[src/rtl/fetch_unit.sv]
// Instruction-fetch stage: PC, IR, memory address mux, sticky halt and retired-instruction counter.
// Optional breakpoint support is compiled in when FETCH_BREAKPOINT_EN is defined.
module fetch_unit #(
  parameter int AWIDTH = 5,
  parameter int DWIDTH = 8,
  parameter int CWIDTH = 16
) (
  input  logic              clk,
  input  logic              rst_,
  input  logic              fetch,
  input  logic              load_ir,
  input  logic              inc_pc,
  input  logic              load_pc,
  input  logic              halt,
  input  logic [DWIDTH-1:0] mem_data,
`ifdef FETCH_BREAKPOINT_EN
  input  logic              bp_valid,
  input  logic [AWIDTH-1:0] bp_addr,
  output logic              bp_hit,
`endif
  output logic [AWIDTH-1:0] addr,
  output logic [AWIDTH-1:0] pc,
  output logic [2:0]        opcode,
  output logic [AWIDTH-1:0] ir_addr,
  output logic              halted,
  output logic [CWIDTH-1:0] instr_count
);

  localparam logic [AWIDTH-1:0] PC_ONE    = AWIDTH'(1);
  localparam logic [CWIDTH-1:0] CNT_ONE   = CWIDTH'(1);
  localparam logic [CWIDTH-1:0] CNT_MAX   = {CWIDTH{1'b1}};

  logic [DWIDTH-1:0] ir;
  logic              accept_ir;

  assign opcode    = ir[DWIDTH-1:DWIDTH-3];
  assign ir_addr   = ir[AWIDTH-1:0];
  assign addr      = fetch ? pc : ir_addr;
  assign accept_ir = load_ir && !halted;

  // Updates requested in the halting cycle still land; halted gates only later edges.
  always_ff @(posedge clk) begin
    if (rst_) begin
      pc          <= '0;
      ir          <= '0;
      halted      <= 1'b0;
      instr_count <= '0;
    end else begin
      if (halt) begin
        halted <= 1'b1;
      end
      if (!halted) begin
        if (load_pc) begin
          pc <= ir_addr;
        end else if (inc_pc) begin
          pc <= pc + PC_ONE;
        end
      end
      if (accept_ir) begin
        ir <= mem_data;
        if (instr_count != CNT_MAX) begin
          instr_count <= instr_count + CNT_ONE;
        end
      end
`ifdef FETCH_BREAKPOINT_EN
      if (accept_ir && bp_valid && (pc == bp_addr)) begin
        halted <= 1'b1;
      end
`endif
    end
  end

`ifdef FETCH_BREAKPOINT_EN
  // One-cycle pulse following the edge that captured the breakpointed instruction.
  always_ff @(posedge clk) begin
    if (rst_) begin
      bp_hit <= 1'b0;
    end else begin
      bp_hit <= accept_ir && bp_valid && (pc == bp_addr);
    end
  end
`endif

endmodule

[config.mk]
export PLATFORM = sky130hd
export DESIGN_NAME = fetch_unit
export DESIGN_NICKNAME = d
export VERILOG_FILES = /design/src/rtl/fetch_unit.sv
export SDC_FILE = /design/constraint.sdc
export NUM_CORES = 1
export LEC_CHECK = 0
export CAP_MARGIN = 20
export CORE_MARGIN = 3
export CORE_UTILIZATION = 45
export DETAILED_ROUTE_END_ITERATION = 6
export GPL_TIMING_DRIVEN = 0
export HOLD_SLACK_MARGIN = 0.02
export PLACE_DENSITY_LB_ADDON = 0.2
export SLEW_MARGIN = 0
export SYNTH_ARGS = -nofsm -noshare
export SYNTH_HDL_FRONTEND = slang
export SYNTH_SLANG_ARGS = --single-unit
export TNS_END_PERCENT = 100
[constraint.sdc]
create_clock -name clk -period 2.24 [get_ports clk]
set_clock_uncertainty 0.1 [all_clocks]
set_input_delay 0.448 -clock clk [delete_from_list [all_inputs] [get_ports clk]]
set_output_delay 0.448 -clock clk [all_outputs]
set_load 0.01 [all_outputs]
==> key figures <==
Drt
  – Post-Route WL: roughly 4000 um
  – Antenna-violating nets left: 0
  – Drt wl/cell: 14.5 um
  – Vias/cell: between 5 and 6
  – First-iteration detailed-routing DRC count: roughly 140
  – Drc violations: 0
  – Initial DRT Pass Iterations: 4
  – Vias: 1,571

Synth
  – Post-synth top area cell: dfxtp_1
  – Syn_nets: roughly 190
  – Async set-reset flop share out of synthesis: 0
  – Synthesized area: 1470 sq um
  – Post-synth EDFFs: 0
  – Register area share after synthesis: 0.409
  – Post-synthesis instance total: between 150 and 200
  – Synth Area per Inst: between 8 and 9 sq um
  – Synth warnings: 0
  – Largest cells by area after synthesis: dfxtp_1 41%, a21oi_1 6.8%, nand2_1 6.6%, mux2_2 3.8%, nor2_1 3.6%
  – Primary FF master, synth: dfxtp_1
  – Share of the synthesized area in the top cell type: 0.409
  – Library cells used by synthesis: 38
  – FF+latch count, synth: 30

Job
  – Max_cap viols: 0

Place
  – Detailed-placement wirelength estimate: 2930 um
  – Pre-CTS setup slack: -0.189 ns
  – Buffers added on ports: between 40 and 50
  – Post-placement cell count: 267
  – Placer Congestion: approximately 0.84

STA
  – Worst hold margin: roughly 0.36 ns
  – Pins Over Slew Limit: 0
  – Endpoints failing hold: 0
  – RSZ-0062 raised after global routing: false
  – Worst Slack Setup Final: around 0.075 ns
  – Final period util: 0.967
  – Worst slew pin tran: 0.452 ns
  – FMAX: 462 MHz
  – Worst slew margin: 0.696
  – Final Critical Period: roughly 2.2 ns
  – # setup viols final: 0
  – Setup tns final: 0 ns

Setup path
  – Critical Path Source Type: input port
  – R2R setup slack: approximately 0.23 ns
  – Worst reg2reg path depth: 6
  – Crit end category: primary output
  – R2r startpoint: instr_count[0]
  – Crit-path max FO: 5
  – Worst EP arrival: between 1.5 and 2 ns
  – Family with the most delay on the worst path: buffers and inverters
  – Worst EP required: around 1.7 ns
  – Worst path max stage delay: between 0.4 and 0.5 ns
  – Worst Path Buf+Inv: 2
  – Slowest-stage cell, CP: clkdlybuf4s50_1
  – RR Endpoint: instr_count[5]
  – Crit Path Class: input port to primary output
  – Crit-path cells: dlygate4sd2_1 > mux2_2 > clkdlybuf4s50_1

Cells and area
  – Share of post-route cells with drive strength above 1: 0.0961
  – Area growth syn-to-layout: 41.2%
  – Fillers: between 200 and 300
  – N_diodes: 0
  – Fin nets: roughly 250
  – Post-Layout Cell Count: roughly 270
  – Layout Utilization: 0.673

Min path
  – Worst min-delay path category: flip-flop to flip-flop
  – Endpoint, Worst Hold: ir[6]
  – Hold path start: ir[6]
  – Worst hold path stage count: 2

Die
  – Initial Util: 0.477
  – Core box area: around 3100 sq um
  – I/O pin cnt: 50
  – Rows: 20
  – Die W: approximately 63 um
  – Die ar.: about 4000 sq um
  – Chip Height: around 63 um

Power and ir drop
  – Lkg Pwr: between 0.7 and 0.8 nW
  – PwrDens: between 500 and 600 nW/um^2
  – Peak supply drop: approximately 0.48 mV

CTS
  – Hold buffers post-CTS: 0
  – H-tree Lvls: 2
  – Skew-Pair Late Insertion Delay: between 0.3 and 0.4 ns
  – CTS root buf: clkbuf_4
  – CTS tree: yes
  – Number of CTS-inserted buffers: 5
  – Clock transition at the registers of the reported paths: 0.07 ns
  – CTS Sinks: 30
  – Clock tree buffer depth: 2

Global route
  – Grt ovf: 0
  – Total GRT Usage: 0.217
  – Vias in the first global route: between 1,000 and 1,500
  – First-pass GRT wire length: 6890 um
  – Initial antenna violation count: 0
  – Largest net degree at the start of global routing: 11

Status
  – Status: completed
metal layers:
layer,up-vias,track usage,share of wire
met2,47,0.349,0.49
li1,760,-,-
met4,0,0.0744,0.013
met3,6,0.0606,0.066
met1,758,0.278,0.43
met5,-,0,0
power by group:
group          internal [mW]  leakage, nW  switching [mW]
sequential             0.549        0.244          0.0203
combinational         0.0862        0.439          0.0711
clock                  0.141       0.0302           0.176
total                  0.777        0.714           0.267
worst max-delay path by stage:
stage,slack [ns],start,endpoint,cells after the start
finish,0.07,fetch,addr[0],3
global route,0.01,instr_count[0],instr_count[5],6
CTS,0.08,fetch,addr[0],3
detailed placement,-0.19,fetch,addr[0],3
global placement,-0.18,fetch,addr[1],3
floorplan,0.46,instr_count[5],instr_count[13],4
sequential cells by signal, summed over array words and instances, names as in the netlist:
name / cells
instr_count: 16
pc: 5
halted: 1
ir: 8
layout make-up:
| cell class | instances | area (sq um) | area share |
|---|---|---|---|
| sequential | 30 | 601 | 0.290 |
| buffer | 7 | 30.0 | 0.0145 |
| clock buffer | 6 | 51.3 | 0.0248 |
| tap | 44 | 55.1 | 0.0266 |
| multi-input combinational | 137 | 846 | 0.408 |
| timing repair buffer | 49 | 489 | 0.236 |
tightest hold or removal path: stages, from the launching register on:
cell	delay, ns
dfxtp_1	0.31
nand2_1	0.05
a21oi_1	0.05
cell usage after synthesis (all sizes together) (2+ instances only):
cell	count
a31oi	5
buf	4
and3	2
ha	2
o2111ai	2
a211oi	3
mux2	7
nand3	6
nand2	26
clkbuf	3
dfxtp	30
nor4	3
a21oi	20
nor2	14
nand4	5
or3	7
o21ai	10
o31ai	2
nor2b	3
a311oi	2
nor3	5
or4	2
cell families after synthesis:
family	count (synthesis)	share of synthesized area
AO/OA/AOI/OAI	50	0.210
XOR/XNOR	1	0.00597
adder cells (fa/ha/maj)	2	0.0170
buffers and inverters	7	0.0205
flip-flops	30	0.409
multiplexers	8	0.0605
AND/OR/NAND/NOR	76	0.277
through the flow:
step / cell area, sq um / power [mW]
3_5_place_dp: 2010 / 0.740
3_3_place_gp: 2010 / 0.735
4_1_cts: 2060 / 1.05
5_1_grt: 2070 / 1.10
2_1_floorplan: 1470 / 0.649
6_report: 2070 / 1.04
cell usage in the layout, fill, tap and decap left out, types with 2 or more instances in the layout:
| cell type | netlist | routed |
|---|---|---|
| a21oi_1 | 20 | 20 |
| a211oi_1 | 3 | 3 |
| clkdlybuf4s50_1 | 0 | 48 |
| buf_2 | 3 | 3 |
| clkbuf_4 | 0 | 5 |
| nor4_2 | 3 | 2 |
| a31oi_1 | 5 | 5 |
| a311oi_1 | 2 | 2 |
| or4_1 | 2 | 2 |
| nor2b_1 | 3 | 3 |
| nor3_1 | 5 | 5 |
| mux2_2 | 5 | 5 |
| o2111ai_1 | 2 | 2 |
| nor2_1 | 14 | 14 |
| ha_1 | 2 | 2 |
| o21ai_0 | 10 | 10 |
| o31ai_1 | 2 | 2 |
| nand3_1 | 5 | 5 |
| clkbuf_1 | 3 | 3 |
| nand2_1 | 26 | 26 |
| nand4_1 | 4 | 4 |
| mux2_1 | 2 | 2 |
| dfxtp_1 | 30 | 30 |
| or3_1 | 7 | 7 |
repair_timing:
item                                    CTS  global route
endpoints found under the setup margin    5             1
buffers inserted                          0             0
pin swaps                                 0             0
resized for setup                         1             1
Power figures use the tool's default switching activity.
